[config.mk]
export PLATFORM = sky130hd
export DESIGN_NAME = mul_red_sched_flat
export DESIGN_NICKNAME = d
export VERILOG_FILES = /design/src/rtl/mul_red_sched_if.sv /design/src/rtl/mul_red_sched.sv /design/src/flat_wrapper.sv
export SDC_FILE = /design/constraint.sdc
export NUM_CORES = 1
export LEC_CHECK = 0
export ABC_AREA = 1
export CAP_MARGIN = 20
export CORE_AREA = 5 5 79 81
export DETAILED_ROUTE_END_ITERATION = 7
export DIE_AREA = 0 0 84 86
export DONT_BUFFER_PORTS = 1
export PLACE_DENSITY = 0.58
export SYNTH_ARGS = -nofsm -noshare
export SYNTH_HDL_FRONTEND = slang
export SYNTH_SLANG_ARGS = --single-unit
[constraint.sdc]
create_clock -name clk -period 5.69 [get_ports clk]
set_clock_uncertainty 0.05 [all_clocks]
set_input_delay 1.138 -clock clk [delete_from_list [all_inputs] [get_ports clk]]
set_output_delay 1.138 -clock clk [all_outputs]
set_load 0.01 [all_outputs]
[src/rtl/mul_red_sched_if.sv]
// Request, datapath and result signals of the modular multiply/reduce scheduler.
interface mul_red_sched_if;
  logic        req0_valid;
  logic        req0_ready;
  logic [23:0] req0_a;
  logic [23:0] req0_w;
  logic        req0_mode;
  logic [1:0]  req0_sel;
  logic        req1_valid;
  logic        req1_ready;
  logic [23:0] req1_a;
  logic [23:0] req1_w;
  logic        req1_mode;
  logic [1:0]  req1_sel;
  logic [23:0] dp_a;
  logic [23:0] dp_w;
  logic [1:0]  dp_sel_a;
  logic        dp_mode;
  logic [23:0] dp_result;
  logic        res_valid;
  logic        res_id;
  logic [23:0] res_data;
  logic        busy;

  // Requesters plus datapath side
  modport master (
    output req0_valid, req0_a, req0_w, req0_mode, req0_sel,
    output req1_valid, req1_a, req1_w, req1_mode, req1_sel,
    output dp_result,
    input  req0_ready, req1_ready, dp_a, dp_w, dp_sel_a, dp_mode,
    input  res_valid, res_id, res_data, busy
  );

  // Scheduler side
  modport slave (
    input  req0_valid, req0_a, req0_w, req0_mode, req0_sel,
    input  req1_valid, req1_a, req1_w, req1_mode, req1_sel,
    input  dp_result,
    output req0_ready, req1_ready, dp_a, dp_w, dp_sel_a, dp_mode,
    output res_valid, res_id, res_data, busy
  );
endinterface

[src/rtl/mul_red_sched.sv]
// Sequencing controller for the shared 24-bit multiply/reduce datapath.
// Optional MUL_RED_SCHED_PERF_EN adds issue/stall performance counters.
module mul_red_sched #(
  parameter int unsigned PIPE_LAT   = 4,
  parameter int unsigned SWITCH_GAP = 7
) (
  input  logic           clk,
  input  logic           rst,
  mul_red_sched_if.slave bus
`ifdef MUL_RED_SCHED_PERF_EN
  ,
  output logic [31:0]    perf_issue,
  output logic [31:0]    perf_stall
`endif
);

  localparam int unsigned CW = $clog2(PIPE_LAT + 1);
  localparam int unsigned GW = $clog2(SWITCH_GAP + 1);

  typedef enum logic [1:0] {S_IDLE, S_RUN, S_DRAIN, S_GAP} state_e;
  typedef struct packed {
    logic vld;
    logic id;
    logic mode;
  } pipe_t;

  state_e        state_q, state_d;
  logic [CW-1:0] cnt_q, cnt_d;
  logic [GW-1:0] gap_q, gap_d;
  logic [1:0]    cur_sel_q, cur_sel_d;
  logic [1:0]    frz_sel_q, frz_sel_d;
  logic          prio_q, prio_d;
  logic          mode_hold_q;
  pipe_t         pipe_q [PIPE_LAT];
  logic          res_valid_q, res_id_q;
  logic [23:0]   res_data_q;

  logic          any_c, win_c, win_mode_c, issue_c, retire_c;
  logic [1:0]    win_sel_c;
  logic [23:0]   win_a_c, win_w_c;
  pipe_t         tail_c;

  assign tail_c   = pipe_q[PIPE_LAT-1];
  assign retire_c = tail_c.vld;

  // Round-robin candidate selection
  always_comb begin
    any_c = bus.req0_valid | bus.req1_valid;
    win_c = prio_q;
    if (bus.req0_valid && !bus.req1_valid) win_c = 1'b0;
    else if (!bus.req0_valid && bus.req1_valid) win_c = 1'b1;
    win_sel_c  = win_c ? bus.req1_sel  : bus.req0_sel;
    win_mode_c = win_c ? bus.req1_mode : bus.req0_mode;
    win_a_c    = win_c ? bus.req1_a    : bus.req0_a;
    win_w_c    = win_c ? bus.req1_w    : bus.req0_w;
  end

  // Next state, issue decision, sel switch sequencing
  always_comb begin
    state_d   = state_q;
    issue_c   = 1'b0;
    prio_d    = prio_q;
    cur_sel_d = cur_sel_q;
    frz_sel_d = frz_sel_q;
    gap_d     = gap_q;
    case (state_q)
      S_IDLE, S_RUN: begin
        if (rst && any_c && (win_sel_c != cur_sel_q)) begin
          // Freeze the winner by parking the pointer on it
          state_d   = S_DRAIN;
          prio_d    = win_c;
          frz_sel_d = win_sel_c;
        end else begin
          if (rst && any_c) begin
            issue_c = 1'b1;
            prio_d  = ~win_c;
          end
          state_d = (issue_c || (cnt_q != CW'(retire_c))) ? S_RUN : S_IDLE;
        end
      end
      S_DRAIN: begin
        if (cnt_q == '0) begin
          state_d   = S_GAP;
          cur_sel_d = frz_sel_q;
          gap_d     = '0;
        end
      end
      S_GAP: begin
        gap_d = gap_q + GW'(1);
        if (gap_q == GW'(SWITCH_GAP - 1)) state_d = S_RUN;
      end
      default: state_d = S_IDLE;
    endcase
  end

  // In-flight beat counter
  always_comb begin
    cnt_d = cnt_q;
    if (issue_c && !retire_c) cnt_d = cnt_q + CW'(1);
    else if (!issue_c && retire_c) cnt_d = cnt_q - CW'(1);
  end

  assign bus.req0_ready = issue_c & ~win_c;
  assign bus.req1_ready = issue_c & win_c;
  assign bus.dp_a       = issue_c ? win_a_c : 24'd0;
  assign bus.dp_w       = issue_c ? win_w_c : 24'd0;
  assign bus.dp_sel_a   = cur_sel_q;
  assign bus.dp_mode    = tail_c.vld ? tail_c.mode : mode_hold_q;
  assign bus.res_valid  = res_valid_q;
  assign bus.res_id     = res_id_q;
  assign bus.res_data   = res_data_q;
  assign bus.busy       = (cnt_q != '0) || (state_q != S_IDLE);

  // State, tag pipeline and result registers
  always_ff @(posedge clk) begin
    if (!rst) begin
      state_q     <= S_IDLE;
      cnt_q       <= '0;
      gap_q       <= '0;
      cur_sel_q   <= '0;
      frz_sel_q   <= '0;
      prio_q      <= 1'b0;
      mode_hold_q <= 1'b0;
      res_valid_q <= 1'b0;
      res_id_q    <= 1'b0;
      res_data_q  <= '0;
      for (int i = 0; i < PIPE_LAT; i++) pipe_q[i] <= '0;
    end else begin
      state_q     <= state_d;
      cnt_q       <= cnt_d;
      gap_q       <= gap_d;
      cur_sel_q   <= cur_sel_d;
      frz_sel_q   <= frz_sel_d;
      prio_q      <= prio_d;
      if (tail_c.vld) mode_hold_q <= tail_c.mode;
      res_valid_q <= tail_c.vld;
      res_id_q    <= tail_c.vld & tail_c.id;
      res_data_q  <= tail_c.vld ? bus.dp_result : 24'd0;
      pipe_q[0]   <= '{vld: issue_c, id: win_c & issue_c, mode: win_mode_c & issue_c};
      for (int i = 1; i < PIPE_LAT; i++) pipe_q[i] <= pipe_q[i-1];
    end
  end

`ifdef MUL_RED_SCHED_PERF_EN
  logic [31:0] perf_issue_q, perf_stall_q;

  // Saturating issue and switch-stall counters
  always_ff @(posedge clk) begin
    if (!rst) begin
      perf_issue_q <= '0;
      perf_stall_q <= '0;
    end else begin
      if (issue_c && (perf_issue_q != '1)) perf_issue_q <= perf_issue_q + 32'd1;
      if (((state_q == S_DRAIN) || (state_q == S_GAP)) && (perf_stall_q != '1))
        perf_stall_q <= perf_stall_q + 32'd1;
    end
  end

  assign perf_issue = perf_issue_q;
  assign perf_stall = perf_stall_q;
`endif

endmodule

[src/flat_wrapper.sv]
// flat-port wrapper written by rule: the top's interface ports become plain ports
module mul_red_sched_flat 
#(
  parameter int unsigned PIPE_LAT   = 4,
  parameter int unsigned SWITCH_GAP = 7
)
  (clk, rst, bus_req0_valid, bus_req0_a, bus_req0_w, bus_req0_mode, bus_req0_sel, bus_req1_valid, bus_req1_a, bus_req1_w, bus_req1_mode, bus_req1_sel, bus_dp_result, bus_req0_ready, bus_req1_ready, bus_dp_a, bus_dp_w, bus_dp_sel_a, bus_dp_mode, bus_res_valid, bus_res_id, bus_res_data, bus_busy);
  mul_red_sched_if bus_i ();
  input  logic clk;
  input  logic rst;
  input wire logic [$bits(bus_i.req0_valid)-1:0] bus_req0_valid;
  input wire logic [$bits(bus_i.req0_a)-1:0] bus_req0_a;
  input wire logic [$bits(bus_i.req0_w)-1:0] bus_req0_w;
  input wire logic [$bits(bus_i.req0_mode)-1:0] bus_req0_mode;
  input wire logic [$bits(bus_i.req0_sel)-1:0] bus_req0_sel;
  input wire logic [$bits(bus_i.req1_valid)-1:0] bus_req1_valid;
  input wire logic [$bits(bus_i.req1_a)-1:0] bus_req1_a;
  input wire logic [$bits(bus_i.req1_w)-1:0] bus_req1_w;
  input wire logic [$bits(bus_i.req1_mode)-1:0] bus_req1_mode;
  input wire logic [$bits(bus_i.req1_sel)-1:0] bus_req1_sel;
  input wire logic [$bits(bus_i.dp_result)-1:0] bus_dp_result;
  output wire logic [$bits(bus_i.req0_ready)-1:0] bus_req0_ready;
  output wire logic [$bits(bus_i.req1_ready)-1:0] bus_req1_ready;
  output wire logic [$bits(bus_i.dp_a)-1:0] bus_dp_a;
  output wire logic [$bits(bus_i.dp_w)-1:0] bus_dp_w;
  output wire logic [$bits(bus_i.dp_sel_a)-1:0] bus_dp_sel_a;
  output wire logic [$bits(bus_i.dp_mode)-1:0] bus_dp_mode;
  output wire logic [$bits(bus_i.res_valid)-1:0] bus_res_valid;
  output wire logic [$bits(bus_i.res_id)-1:0] bus_res_id;
  output wire logic [$bits(bus_i.res_data)-1:0] bus_res_data;
  output wire logic [$bits(bus_i.busy)-1:0] bus_busy;
  assign bus_i.req0_valid = bus_req0_valid;
  assign bus_i.req0_a = bus_req0_a;
  assign bus_i.req0_w = bus_req0_w;
  assign bus_i.req0_mode = bus_req0_mode;
  assign bus_i.req0_sel = bus_req0_sel;
  assign bus_i.req1_valid = bus_req1_valid;
  assign bus_i.req1_a = bus_req1_a;
  assign bus_i.req1_w = bus_req1_w;
  assign bus_i.req1_mode = bus_req1_mode;
  assign bus_i.req1_sel = bus_req1_sel;
  assign bus_i.dp_result = bus_dp_result;
  assign bus_req0_ready = bus_i.req0_ready;
  assign bus_req1_ready = bus_i.req1_ready;
  assign bus_dp_a = bus_i.dp_a;
  assign bus_dp_w = bus_i.dp_w;
  assign bus_dp_sel_a = bus_i.dp_sel_a;
  assign bus_dp_mode = bus_i.dp_mode;
  assign bus_res_valid = bus_i.res_valid;
  assign bus_res_id = bus_i.res_id;
  assign bus_res_data = bus_i.res_data;
  assign bus_busy = bus_i.busy;
  mul_red_sched #(.PIPE_LAT(PIPE_LAT), .SWITCH_GAP(SWITCH_GAP)) u_core (.clk(clk), .rst(rst), .bus(bus_i));
endmodule
==> metrics.cfg, run 1 <==
[global_routing]
grt_pass1_vias=2149
antenna_found_initial=0
busiest_layer=met2
grt_use_total_pct=17.75
gr-usage-met1_pct=23.36
grt_use_met2_pct=28.85
grt_pass1_wl_um=10290
grt_overflow=0
grt_max_degree=51
met3_usage_pct=4.131

[power_and_ir_drop]
vdd_drop_max_mv=0.1327
p_int_uw=497.4
p_per_area_mw_per_mm2=273.4
switching_share_pct=30.04
leakagePower_uw=0.001479
p_sw_uw=213.5
p_comb_share_pct=15.0
p_seq_share_pct=54.3
finalPower_uw=710.9
p_clk_share_pct=30.7

[setup_path]
r2r_slack_ns=3.26
reg2reg_depth=15
cp-end-kind=primary output
worst-setup-path-type=input pin to primary output
slowest_delay_ns=0.60
startpoint_type=input pin
cp_common_cell=nand2_1
cp_data_required_time_ns=4.50
path_max_fanout=50
reg2reg_from=u_core.prio_q
path_cells=nand2_1 -> nand2_2 -> nand2_4 -> nand2_1 -> nand2_1 -> nand2_1 -> nand2_2 -> nand4_1 -> inv_2 -> nand2_1 -> nand2_1
rr_endpoint=u_core.cnt_q[2]
crit_path_top_delay_cell=inv_2
cp.arrival_ns=2.85

[placement]
dp_hpwl_um=5521
place_ws_ns=1.681
placed_cell_area_mm2=0.002504
io_buffers=0
globalplace.congestion=0.7831

[clock_tree]
clk_pin_slew_worst_paths_ns=0.10
h-tree-depth=2
cts_resized=0
cts_setup_buffers=0
cts.sinks=52
root_buffer=clkbuf_8
ctsLongestPathBuffers=2
hold_buffers=0
cts_buffers=5
cts_tree=built
clk_latency_ns=0.31

[synth]
synth-adder-area-share_pct=2.281
synth_compound_area_share_pct=4.462
synth_xor_area_share_pct=0
syn_area_per_cell_um2=6.422
synth-seq-cells=52
syn_area_mm2=0.002524
synth_cells=393
syn_nets=527
synth.area.mux_share_pct=0
synth_simple_gate_area_share_pct=39.02
yosysWarnings=0
synth_top_family_by_area=simple AND/OR/NAND/NOR gates
ys_types=24
yosysSeqAreaShare_pct=41.25

[layout]
fin_util_pct=48.10
final_area_mm2=0.002600
layout.nets=520
antenna_cells=0
syn_to_final_growth_pct=3.024
drive_gt1_share_pct=4.651

[routing]
wl_um=6701
drc=0
firstDrtPassIters=4
vias=2248
antenna_left=0
drt_iter0_markers=119
viasPerCell=4.898
wire_per_inst_um=14.60

[sta]
worst_pin_slew_ns=0.8154
max_freq_mhz=247.4
drv_slew=0
hold_viol_final=0
min_period_ns=4.042
setup_viol=0
rsz0062_at_grt=false
timing.final.crit_share_pct=71.04
relSlewSlack_pct=45.51
fin_ws_ns=1.648
setup_tns_ns=0

[hold_path]
hold-path-endpoint=u_core.bus.res_id
whs_path_depth=2
hold_path_class=flip-flop to flip-flop
worstHoldStart=u_core.pipe_q[0][10]

[floorplan]
die-area_mm2=0.007224
die_height_um=86
coreArea_mm2=0.005405
row_count=27
die_w_um=84
ioPinCount=210
initial_core_util_pct=46.69

[run_status]
status=finished clean

[job]
drv_cap=0

[layer usage]
layer / wire [um] / vias up
li1: - / 1134
met1: 2769 / 981
met2: 3300 / 127
met3: 542 / 6
met4: 88 / 0
met5: 0 / -
[power groups by stage]
stage / clock, uW / combinational, uW / sequential (uW)
6_report: 218 / 107 / 386
3_3_place_gp: 0 / 107 / 395
3_5_place_dp: 0 / 108 / 395
5_1_grt: 242 / 125 / 389
4_1_cts: 227 / 108 / 386
2_1_floorplan: 0 / 97.9 / 392
[cell usage after synthesis]
library cell	n	area share, %
or2_2	1	0.25
buf_4	5	1.5
ha_1	3	1.5
nor2_2	1	0.25
inv_2	1	0.15
a211oi_1	1	0.30
nand4_1	1	0.25
nor2_8	1	0.79
nor3_1	1	0.20
nand2_2	4	0.99
clkbuf_1	3	0.45
nand3_4	1	0.69
nand2_1	186	28
nor2_1	37	5.5
dfxtp_1	52	41
nand3b_1	2	0.59
buf_2	1	0.20
nand2_4	1	0.45
buf_6	5	2.2
a21oi_1	12	2.4
inv_1	57	8.5
fa_1	1	0.79
o21ai_0	9	1.8
nand3_1	7	1.4
[state kept, by name, indices dropped and copies added, names as in the netlist, 2 cells and up]
register	count
u_core.cnt_q	3
u_core.state_q	2
u_core.frz_sel_q	2
u_core.pipe_q	12
u_core.bus.dp_sel_a	2
u_core.bus.res_data	24
u_core.gap_q	3
[critical path: cells and delay by family]
family,cells,cell delay [ns]
and+or+nand+nor,10,1.09
buffers and inverters,1,0.60
[layout make-up]
cell class | instances | area, um2
sequential | 52 | 1041
tap | 72 | 90.09
clock buffer | 5 | 68.82
multi-input combinational | 269 | 1155
clock inverter | 3 | 27.53
fill | 570 | 2805
inverter | 58 | 217.7
[how the worst max path moves through the flow]
| stage | from | end | slack, ns |
|---|---|---|---|
| after floorplan | bus_req1_valid | bus_dp_a[14] | 2.27 |
| after CTS | bus_req1_valid | bus_dp_a[9] | 1.68 |
| after global placement | bus_req1_valid | bus_dp_a[9] | 1.72 |
| final | bus_req1_valid | bus_dp_a[11] | 1.65 |
| after global routing | bus_req1_valid | bus_dp_a[9] | 1.39 |
| after detailed placement | bus_req1_valid | bus_dp_a[9] | 1.68 |
[per-stage QoR]
step	cells	hold slack, ns
6_report	459	0.3563
3_3_place_gp	451	0.3440
5_1_grt	459	0.3864
2_1_floorplan	393	0.3405
4_1_cts	459	0.3608
3_5_place_dp	451	0.3472
[cell families after synthesis]
kind of cell / after synthesis
adder cells (fa/ha/maj): 4
flip-flops: 52
AND/OR/NAND/NOR: 243
AO/OA/AOI/OAI: 22
buffers and inverters: 72
[placed cells by master, fill, tap and decap left out, drive strengths merged, types with 2 or more instances in the layout]
| master | synthesis | routed |
|---|---|---|
| nor2 | 39 | 39 |
| inv | 58 | 59 |
| dfxtp | 52 | 52 |
| ha | 3 | 3 |
| nand3 | 8 | 8 |
| clkbuf | 3 | 5 |
| o21ai | 9 | 9 |
| a21oi | 12 | 12 |
| nand2 | 191 | 191 |
| nand3b | 2 | 2 |
Note: power is estimated with default switching activity, not from simulation.
==> run 2: changes to the inputs <==
CORE_AREA = 5 5 78 80   (was 5 5 79 81)
DIE_AREA = 0 0 83 85   (was 0 0 84 86)
PLACE_DENSITY = 0.62   (was 0.58)
clock period = 3.5 ns   (was 5.69 ns; I/O delays follow)
==> run 2 against run 1 <==
Critical path depth unchanged. Register-to-register slack got worse by 2.2 ns. Die area decreased by 2.3%. Combinational power increased by 65%. Clock power increased by 51%. Sequential share of layout area decreased by 0.31 points. Sequential power increased by 63%. Highest routed layer unchanged. Global-route usage decreased by 1.2 points. Largest cell class unchanged. Critical path type unchanged. Via count decreased by 2.5%. Setup slack got worse by 1.1 ns. Largest power group unchanged.
==> metrics.cfg, run 2 (synthesis gave the netlist of run 1 again) <==
[run_status]
status=finished clean

[sta]
max_freq_mhz=337.7
hold_viol_final=0  ; unchanged
worst_pin_slew_ns=0.8308  ; +0.01544 ns
drv_slew=0  ; unchanged
setup_viol=0  ; unchanged
rsz0062_at_grt=false
timing.final.crit_share_pct=84.61
fin_ws_ns=0.5388  ; -1.109 ns
relSlewSlack_pct=44.48  ; -1.0 points
setup_tns_ns=0  ; unchanged
min_period_ns=2.961

[routing]
drc=0  ; unchanged
vias=2192  ; -2.5%
antenna_left=0  ; unchanged
wl_um=6210  ; -7.3%
viasPerCell=4.755  ; -2.9%
drt_iter0_markers=65  ; -45%
firstDrtPassIters=4  ; unchanged
wire_per_inst_um=13.47  ; -7.7%

[setup_path]
cp.arrival_ns=2.21  ; -0.64 ns
worst-setup-path-type=input pin to primary output
path_max_fanout=50  ; unchanged
cp_top_family=simple AND/OR/NAND/NOR gates
crit_buf_inv=1  ; unchanged
startpoint_type=input pin
crit_path_top_delay_cell=nor2_8
cp-end-kind=primary output
slowest_delay_ns=0.47  ; -0.13 ns
cp_data_required_time_ns=2.75  ; -1.75 ns
cp_common_cell=nand2_1
path_cells=inv_1 -> nand2_2 -> nand2_4 -> nand2_1 -> nand2_1 -> nand2_1 -> nand2_2 -> nand3_4 -> nor2_8 -> nand2_1 -> nand2_1

[layout]
fillCellCount=576  ; +1.1%
largest_reg_flops=24  ; unchanged
regArea_mm2=0.001041  ; unchanged
layout.nets=522  ; +0.38%
drive_gt1_share_pct=4.884  ; +0.23 points
multi_input_area_mm2=0.001155  ; unchanged
final_area_mm2=0.002620  ; +0.77%
final_cell_mix=nand2_1, inv_1, dfxtp_1
syn_to_final_growth_pct=3.817
final_cells=461  ; +0.44%
final_common_cell=nand2_1
antenna_cells=0  ; unchanged

[global_routing]
grt_pass1_wl_um=9722  ; -5.5%
grt_use_total_pct=16.53  ; -1.2 points
antenna_found_initial=0  ; unchanged
grt_overflow=0  ; unchanged
grt_max_degree=51  ; unchanged
grt_pass1_vias=2149  ; unchanged

[power_and_ir_drop]
p_per_area_mw_per_mm2=432.9  ; +58%
finalPower_uw=1134  ; +60%
vdd_drop_max_mv=0.1818  ; +37%
leakagePower_uw=0.001488  ; +0.60%

[floorplan]
coreArea_mm2=0.005338  ; -1.2%
row_count=27  ; unchanged
die_w_um=83  ; -1.2%
die_height_um=85  ; -1.2%
initial_core_util_pct=47.28  ; +0.59 points
die-area_mm2=0.007055  ; -2.3%
ioPinCount=210  ; unchanged

[placement]
place_ws_ns=0.5407  ; -1.140 ns
dp_hpwl_um=5056  ; -8.4%
io_buffers=0  ; unchanged
placed_cell_area_mm2=0.002531  ; +1.1%
globalplace.congestion=0.8144  ; +4.0%
dp_cells=453  ; +0.44%

[clock_tree]
cts.sinks=52  ; unchanged
cts_buffers=5  ; unchanged
hold_buffers=0  ; unchanged
cts_setup_buffers=0  ; unchanged
cts_tree=built
clk_latency_ns=0.30  ; about the same
cts_resized=0  ; unchanged
h-tree-depth=2  ; unchanged
root_buffer=clkbuf_8
ctsLongestPathBuffers=2  ; unchanged
clk_pin_slew_worst_paths_ns=0.09  ; about the same

[hold_path]
hold_path_class=flip-flop to flip-flop

[job]
drv_cap=0  ; unchanged

[run 2: worst register-to-register path, cell delays in order, from the launching register on]
cell and delay [ns]:
dfxtp_1 0.33, inv_1 0.07, nand2_2 0.08, nand2_4 0.14, nand2_1 0.09, nand2_1 0.09, nand2_1 0.07, nand2_2 0.11
nand3_4 0.12, inv_1 0.09, ha_1 0.14, inv_1 0.07, fa_1 0.43, a21oi_1 0.14, o21ai_0 0.12, o21ai_0 0.18
a21oi_1 0.05
[run 2: metrics by stage]
stage	util, %	hold WS, ns
detailed placement	47.42	0.3443
global placement	47.42	0.3440
CTS	49.09	0.3646
finish	49.09	0.3604
global route	49.09	0.3743
floorplan	-	0.3405
[run 2: worst paths after layout]
path	startpoint	endpoint	slack [ns]	cells after the start
setup / recovery	bus_req1_valid	bus_dp_a[20]	0.54	11
setup reg to reg	u_core.prio_q	u_core.cnt_q[2]	1.03	16
hold reg to reg	u_core.pipe_q[0][5]	u_core.pipe_q[0][8]	0.36	2
hold / removal	u_core.pipe_q[0][5]	u_core.pipe_q[0][8]	0.36	2
[run 2: layout make-up]
| type | count | share of cell area (%) |
|---|---|---|
| Tap cell | 72 | 3.438 |
| Sequential cell | 52 | 39.73 |
| Clock inverter | 2 | 0.6208 |
| Timing Repair Buffer | 2 | 1.051 |
| Inverter | 58 | 8.309 |
| Clock buffer | 6 | 2.770 |
| Multi-Input combinational cell | 269 | 44.08 |
[run 2: routing by layer]
layer	GRT usage [%]	share of wire (%)	up-vias
met5	0	0	-
met4	6.092	2.7	0
met3	5.049	8.5	12
met2	29.23	51	115
met1	18.79	38	925
li1	-	-	1140
[run 2: power by group]
| part | internal [uW] | total (uW) | leakage [uW] | switching (uW) |
|---|---|---|---|---|
| Sequential | 612 | 628 | 0.000421 | 16.0 |
| Clock | 142 | 329 | 0.0000414 | 187 |
| Combinational | 52.6 | 177 | 0.00103 | 125 |
| Total | 807 | 1130 | 0.00149 | 327 |
